**config.mk**
```make
export PLATFORM = sky130hd
export DESIGN_NAME = acc_operand_feeder
export DESIGN_NICKNAME = d
export VERILOG_FILES = /design/src/rtl/acc_operand_feeder.sv
export SDC_FILE = /design/constraint.sdc
export NUM_CORES = 1
export LEC_CHECK = 0
export BUFFER_PORTS_ARGS = -buffer_cell sky130_fd_sc_hd__buf_2
export CELL_PAD_IN_SITES_DETAIL_PLACEMENT = 1
export CELL_PAD_IN_SITES_GLOBAL_PLACEMENT = 2
export CORE_MARGIN = 2
export CORE_UTILIZATION = 38
export CTS_CLUSTER_SIZE = 24
export DETAILED_ROUTE_END_ITERATION = 10
export GPL_ROUTABILITY_DRIVEN = 0
export PLACE_DENSITY = 0.86
export SKIP_LAST_GASP = 1
export SLEW_MARGIN = 15
export SYNTH_ARGS = -nofsm -noshare
export SYNTH_HDL_FRONTEND = slang
export SYNTH_SLANG_ARGS = --single-unit
```
**constraint.sdc**
```tcl
create_clock -name i_clk -period 2.92 [get_ports i_clk]
set_input_delay 0.146 -clock i_clk [delete_from_list [all_inputs] [get_ports i_clk]]
set_output_delay 0.146 -clock i_clk [all_outputs]
set_load 0.02 [all_outputs]
```
**src/rtl/acc_operand_feeder.sv**
```systemverilog
// Operand sequencing stage ahead of the 8-bit accumulator. Operands are queued
// in a small FIFO and a start command releases a programmed number of them, at
// most one per cycle. Every cycle without an issue drives 0 so the sum holds.
module acc_operand_feeder #(
  parameter int unsigned DEPTH = 4,
  parameter int unsigned WIDTH = 8
) (
  input  logic             i_clk,
  input  logic             i_rst,
  input  logic             i_valid,
  input  logic [WIDTH-1:0] i_data,
  output logic             o_ready,
  input  logic             i_start,
  input  logic [7:0]       i_len,
  output logic [WIDTH-1:0] o_a,
  output logic             o_busy,
  output logic             o_done,
  output logic [7:0]       o_bubbles
);

  localparam int unsigned PW = (DEPTH > 1) ? $clog2(DEPTH) : 1;
  localparam int unsigned CW = $clog2(DEPTH) + 1;

  typedef enum logic [1:0] {StIdle, StRun, StDone} state_t;

  state_t           state, state_d;
  logic [WIDTH-1:0] mem [DEPTH];
  logic [PW-1:0]    wr_ptr, rd_ptr;
  logic [CW-1:0]    count;
  logic [7:0]       remaining, remaining_d;
  logic [7:0]       bubbles_d;
  logic [WIDTH-1:0] a_d;
  logic             push, pop, empty;

  // Full blocks writes even when a pop happens in the same cycle.
  assign o_ready = (count != CW'(DEPTH));
  assign empty   = (count == '0);
  assign push    = i_valid && o_ready;
  assign pop     = (state == StRun) && !empty;

  assign o_busy  = (state == StRun);
  assign o_done  = (state == StDone);

  // FIFO storage; contents need no reset since the count gates every read.
  always_ff @(posedge i_clk) begin
    if (push) begin
      mem[wr_ptr] <= i_data;
    end
  end

  // FIFO pointers and occupancy; pointers wrap naturally at power-of-two depth.
  always_ff @(posedge i_clk) begin
    if (i_rst) begin
      wr_ptr <= '0;
      rd_ptr <= '0;
      count  <= '0;
    end else begin
      if (push) begin
        wr_ptr <= wr_ptr + PW'(1);
      end
      if (pop) begin
        rd_ptr <= rd_ptr + PW'(1);
      end
      case ({push, pop})
        2'b10:   count <= count + CW'(1);
        2'b01:   count <= count - CW'(1);
        default: count <= count;
      endcase
    end
  end

  // Burst sequencing: next state, remaining length, issued operand, bubble count.
  always_comb begin
    state_d     = state;
    remaining_d = remaining;
    bubbles_d   = o_bubbles;
    a_d         = '0;
    unique case (state)
      StIdle: begin
        if (i_start) begin
          remaining_d = i_len;
          bubbles_d   = 8'd0;
          state_d     = (i_len == 8'd0) ? StDone : StRun;
        end
      end
      StRun: begin
        if (pop) begin
          a_d         = mem[rd_ptr];
          remaining_d = remaining - 8'd1;
          if (remaining == 8'd1) begin
            state_d = StDone;
          end
        end else if (o_bubbles != 8'hFF) begin
          bubbles_d = o_bubbles + 8'd1;
        end
      end
      StDone: begin
        state_d = StIdle;
      end
      default: begin
        state_d = StIdle;
      end
    endcase
  end

  // State and output registers; reset aborts any burst without a done pulse.
  always_ff @(posedge i_clk) begin
    if (i_rst) begin
      state     <= StIdle;
      remaining <= 8'd0;
      o_a       <= '0;
      o_bubbles <= 8'd0;
    end else begin
      state     <= state_d;
      remaining <= remaining_d;
      o_a       <= a_d;
      o_bubbles <= bubbles_d;
    end
  end

endmodule

```
==> run metrics, run 1 <==
run status=complete, no violations; GR Overflow Total=0; Final setup violation count=0; most common cell in the netlist=dfxtp_1; Achievable Freq=0.3944 GHz; Final Hold Fails=0; Tightest Hold Check Type=primary input to flop; die width=90.42 µm; crit path max-delay cell type=or3b_1; CP max FO=6; Cell Pwr Density=715.4 nW/µm²; DP HPWL=4528 µm; CTS tree=done; gr usage total=0.1717; number of synthesized flops with an enable pin=32; DR WL/cell=16.93 µm; total power=2413 µW; switching share of power=0.3094; max cap viols=0; Max VDD drop=0.3586 mV; Setup crit end kind=flop; number of post-CTS setup repair buffers=0; clock power share=0.333; Num CTS Buffers=9; syn_area_per_cell=11.82 µm²; Final Max Slew Viols=0; Clock Tree Buf Depth=2; largest net degree at the start of global routing=18; synthesis-to-finish area growth=18.87%; synth cell count leaders=dfxtp_1 (33), edfxtp_1 (32), a21oi_1 (22), nor2_1 (18); Synth area leader=edfxtp_1; Internal=1667 µW; CTS root buf=clkbuf_8; Synth top area share=0.3386; leakage=0.001319 µW; Layout Skew=0.007185 ns; TNS Setup=0 ns; Final Critical Period=2.535 ns; number of global-route vias before repair=2200; Nets=314; drc violations=0; initial antenna violation count=0; Yosys Warn Count=0; Routed Antenna Nets=0; critical path arrival=2.81 ns; worst endpoint required time=3.19 ns; IO Port Bufs=38; Seq pwr share=0.468; combinational share of power=0.198; Area contributors post-synth=edfxtp_1 (34%), dfxtp_1 (23%), mux4_2 (6.3%), a21oi_1 (3.9%), ha_1 (3.5%); RSZ-0062 raised after global routing=no; Reg2Reg Capture Point=count[2]; cell mode on critical path=inv_1; type of the worst setup path=flop to flop; H-tree depth reported by CTS=3; die height=90.42 µm; Post-Syn Area=2838 µm²; layout cells sized above 1=0.2517; WL final=6587 µm; CTS sink count=65; R2R depth=9; global-route wire length before repair=10900 µm; Worst slew margin=0.3642; drt via density=5.362; Ant. Diodes=0; Die ar.=8175 µm²; Synthesized Nets=269; sw power=746.7 µW; biggest cell delay along the critical path=0.47 ns; #FFs+latches synth=65; fillers=823; Cells after Synth=240; min-delay src=i_data[0]; CP cell instances=or3b_1 -> and2_1 -> inv_1 -> ha_1 -> inv_1 -> fa_1 -> xor2_1 -> or3_1 -> a21oi_1; Reg clk slew, reported paths=0.08 ns; via count=2086; Tcrit/Tclk final=0.8683; worst skew pair latency=0.34 ns; Worst R2R Start=count[2]; top_reg_cell synth=dfxtp_1; FFs w/ async S/R, synth=0; 1st-iter DRT viols=67; Ports=39; distinct cell type count after synthesis=47; post-synthesis sequential area ratio=0.5714; Core Rows=31; flop-to-flop setup slack=0.38 ns; starting density of the core=0.3912; Min-Delay Path Depth=1; 1st-pass router iterations=4; CORE AREA=7253 µm²; Worst Tran Pin Value=0.9464 ns; hold path endpoint=mem[2][0]; CP startpoint kind=flop
## stage by stage
stage	cell area, µm²	std cells	util	hold slack, ns	setup slack, ns
2_1_floorplan	2838	240	-	0.2449	0.5444
3_3_place_gp	3144	371	0.4335	0.3581	0.5838
3_5_place_dp	3144	371	0.4335	0.3657	0.4578
4_1_cts	3373	389	0.4651	0.0005032	0.3863
5_1_grt	3373	389	0.4651	0.003170	0.2570
6_report	3373	389	0.4651	0.01848	0.3845
## routing by layer
metal,global-route usage,wire (µm)
met1,0.2005,2835
met2,0.2951,3391
met3,0.05259,274
met4,0.06795,86
met5,0,0
## power by group through the flow
| stage | combinational (µW) | sequential [µW] | clock (µW) |
|---|---|---|---|
| 2_1_floorplan | 349 | 1130 | 0 |
| 3_3_place_gp | 463 | 1140 | 0 |
| 3_5_place_dp | 474 | 1150 | 0 |
| 4_1_cts | 483 | 1130 | 831 |
| 5_1_grt | 539 | 1150 | 866 |
| 6_report | 479 | 1130 | 805 |
## state kept, by name (all words and copies together), names as in the netlist
signal	cells
count	3
rd_ptr	2
mem	32
o_a	8
remaining	8
wr_ptr	2
o_bubbles	8
state	2
## layout by cell type (no fill, tap or decap), types with 3 or more instances in the layout
cell type,netlist,layout
nor3_1,4,4
or4_1,3,3
o31ai_1,4,4
nor2_1,18,18
mux4_2,8,8
a211oi_1,4,4
and3_1,12,12
nor2b_1,3,3
clkbuf_8,0,9
a21oi_1,22,22
inv_6,0,3
nand2_1,7,7
nand2b_1,3,3
dfxtp_1,33,33
inv_1,12,12
o21ai_0,5,5
ha_1,8,8
buf_4,0,4
edfxtp_1,32,32
or3_1,4,4
nor4_1,5,5
xor2_1,4,4
buf_2,0,38
nand3_1,7,7
## worst max-delay path by stage
stage | start | end | depth (start not counted)
finish | count[2] | count[2] | 9
global route | count[2] | count[2] | 9
CTS | count[2] | count[2] | 9
detailed placement | count[2] | count[2] | 9
global placement | count[2] | count[2] | 9
floorplan | count[2] | count[2] | 9
## critical path: cells and delay by family (launching register included)
family	cells	cell delay, ns
XOR/XNOR	1	0.16
adder cells (fa/ha/maj)	2	0.56
buffers and inverters	2	0.15
AND/OR/NAND/NOR	3	1.02
flip-flops	1	0.43
AO/OA/AOI/OAI	1	0.15
## logic make-up after synthesis
group                    count (synthesis)  share of synthesized area
AND/OR/NAND/NOR                         78                     0.1530
flip-flops                              65                     0.5714
AO/OA/AOI/OAI                           50                     0.1146
buffers and inverters                   22                    0.02910
multiplexers                            10                    0.07099
adder cells (fa/ha/maj)                  9                    0.04233
XOR/XNOR                                 6                    0.01852
## area by class of cell
cell class,instances,area (µm²),area share
clock buffers,9,123.9,0.03672
clock inverters,7,85.08,0.02522
inverters,12,45.04,0.01335
multi-input cells,153,1134,0.3361
flip-flops and latches,65,1622,0.4807
well taps,99,123.9,0.03672
repair buffers,44,240.2,0.07122
## what timing repair did
item	4_1_cts	5_1_grt
gates resized for setup	0	0
hold endpoints to repair	8	0
endpoints found under the setup margin	0	0
hold buffers	2	0
No activity file was read; power rests on OpenSTA's default activity.
==> inputs of run 2 (changes only) <==
- RECOVER_POWER: default -> 50
==> run 2 against run 1 <==
Effect of this change:
- critical path depth unchanged
- critical path type unchanged
- non-clock buffer count did not move
- hold slack better by 0.045 ns
- register-to-register slack got worse by 0.02 ns
- first-iteration DRC count is 9.0% higher
- die area unchanged
- wire length is 0.91% higher
- power decreased by 0.17%
- final cell count stayed put
- via count up 0.38%
- setup slack worse by 0.025 ns
==> run metrics, run 2 (synthesis gave the netlist of run 1 again) <==
run status=complete, no violations; Final Max Slew Viols=0 (unchanged); Die ar.=8175 µm² (unchanged); number of global-route vias before repair=2200 (unchanged); IO Port Bufs=38 (unchanged); Top reg by flops=mem; drc violations=0 (unchanged); Final Critical Period=2.560 ns (+0.02496 ns); via count=2094 (+0.38%); DP HPWL=4528 µm (unchanged); Final setup violation count=0 (unchanged); largest net degree at the start of global routing=18 (unchanged); final cell utilization of the core=0.4602 (-0.004830); area occupied by multi-input gates=1134 µm² (unchanged); Clock Tree Buf Depth=2 (unchanged); leakage=0.001218 µW (-7.6%); Worst Setup SP=count[2]; Core Rows=31 (unchanged); Nets=314 (unchanged); Ports=39 (unchanged); gr usage total=0.1717 (unchanged); Final Hold Fails=0 (unchanged); # resized after CTS=0 (unchanged); worst skew pair latency=0.34 ns (about the same); Tightest Hold Check Type=primary input to flop; Achievable Freq=0.3906 GHz (-0.97%); synthesis-to-finish area growth=17.64%; Layout Skew=0.006787 ns (-0.0003975 ns); most frequent cells in the layout=dfxtp_1 (33), edfxtp_1 (32), clkbuf_1 (26); CTS sink count=65 (unchanged); Num CTS Buffers=9 (unchanged); Worst Tran Pin Value=0.9461 ns (-0.0003395 ns); critical path arrival=2.83 ns (+0.02 ns); GR Overflow Total=0 (unchanged); starting density of the core=0.3912 (unchanged); Tcrit/Tclk final=0.8769 (+0.008547); Reg2Reg Capture Point=count[2]; register area=1622 µm² (unchanged); worst endpoint required time=3.19 ns (about the same); flop-to-flop setup slack=0.36 ns (-0.02 ns); drt via density=5.383 (+0.38%); CP max FO=6 (unchanged); TNS Setup=0 ns (unchanged); Cell Pwr Density=721.7 nW/µm² (+0.87%); most common cell after layout, fill and taps aside=dfxtp_1; post-route cell area=3338 µm² (-1.0%); R2R depth=9 (unchanged); Max VDD drop=0.3594 mV (+0.22%); CTS tree=done; Ant. Diodes=0 (unchanged); CORE AREA=7253 µm² (unchanged); CTS root buf=clkbuf_8; initial antenna violation count=0 (unchanged); 1st-iter DRT viols=73 (+9.0%); CP startpoint kind=flop; placed cell area=3144 µm² (unchanged); Worst setup endpoint=count[2]; Worst slew margin=0.3644 (about the same); type of the worst setup path=flop to flop; Reg clk slew, reported paths=0.08 ns (about the same); layout cells sized above 1=0.1621 (-0.08966); RSZ-0062 raised after global routing=no; Setup crit end kind=flop; die height=90.42 µm (unchanged); 1st-pass router iterations=4 (unchanged); WL final=6647 µm (+0.91%); die width=90.42 µm (unchanged); H-tree depth reported by CTS=3 (unchanged); Worst R2R Start=count[2]; Routed Antenna Nets=0 (unchanged); max cap viols=0 (unchanged); DR WL/cell=17.09 µm (+0.91%); fillers=824 (+0.12%); Largest register FFs=32 (unchanged); global-route wire length before repair=10900 µm (unchanged)
## run 2: cell types whose count changed in the layout (fill, tap and decap cells not counted)
cell      delta
buf_4        -1
buf_2       -25
and2_0       +2
clkbuf_1    +26
and2_1       -2
## run 2: power breakdown
part           internal [µW]  total (µW)  switching (µW)
Sequential              1050        1130            84.1
Combinational            202         473             271
Clock                    412         805             393
Total                   1660        2410             749
## run 2: worst min-delay path by stage
| stage | from | end | slack (ns) | cells after the start |
|---|---|---|---|---|
| finish | i_data[0] | mem[2][0] | 0.06 | 1 |
| global route | i_data[4] | mem[1][4] | 0.07 | 1 |
| CTS | i_data[0] | mem[2][0] | 0.0005 | 1 |
| detailed placement | i_data[0] | mem[1][0] | 0.37 | 1 |
| global placement | i_data[0] | mem[2][0] | 0.36 | 1 |
| floorplan | i_data[0] | mem[0][0] | 0.24 | 0 |
## run 2: what timing repair did
| item | CTS | global route |
|---|---|---|
| hold endpoints to repair | 8 | 0 |
| buffers inserted | 0 | 0 |
| hold buffers | 2 | 0 |
## run 2: critical path, stage by stage (launching register included)
cell and delay (ns):
dfxtp_1 0.43, or3b_1 0.47, and2_0 0.25, inv_1 0.10
ha_1 0.19, inv_1 0.07, fa_1 0.37, xor2_1 0.16
or3_1 0.31, a21oi_1 0.15
## run 2: final cells by class
cell class	instances	area share
Timing Repair Buffer	44	0.06147
Clock buffer	9	0.03711
Sequential cell	65	0.4858
Inverter	12	0.01349
Clock inverter	7	0.02549
Multi-Input combinational cell	153	0.3396
Tap cell	99	0.03711
## run 2: metrics by stage
| step | cells | total power (µW) | hold WS, ns | setup WS (ns) |
|---|---|---|---|---|
| 3_3_place_gp | 371 | 1605 | 0.3581 | 0.5838 |
| 4_1_cts | 389 | 2446 | 0.0005032 | 0.3863 |
| 6_report | 389 | 2409 | 0.06320 | 0.3596 |
| 2_1_floorplan | 240 | 1474 | 0.2449 | 0.5444 |
| 3_5_place_dp | 371 | 1625 | 0.3657 | 0.4578 |
| 5_1_grt | 389 | 2546 | 0.07273 | 0.2225 |
## run 2: per-layer routing
layer / global-route usage / vias up / wire length (µm)
met2: 0.2951 / 42 / 3406
met3: 0.05259 / 8 / 297
met1: 0.2005 / 1043 / 2857
met5: 0 / - / 0
li1: - / 1001 / -
met4: 0.06795 / 0 / 86
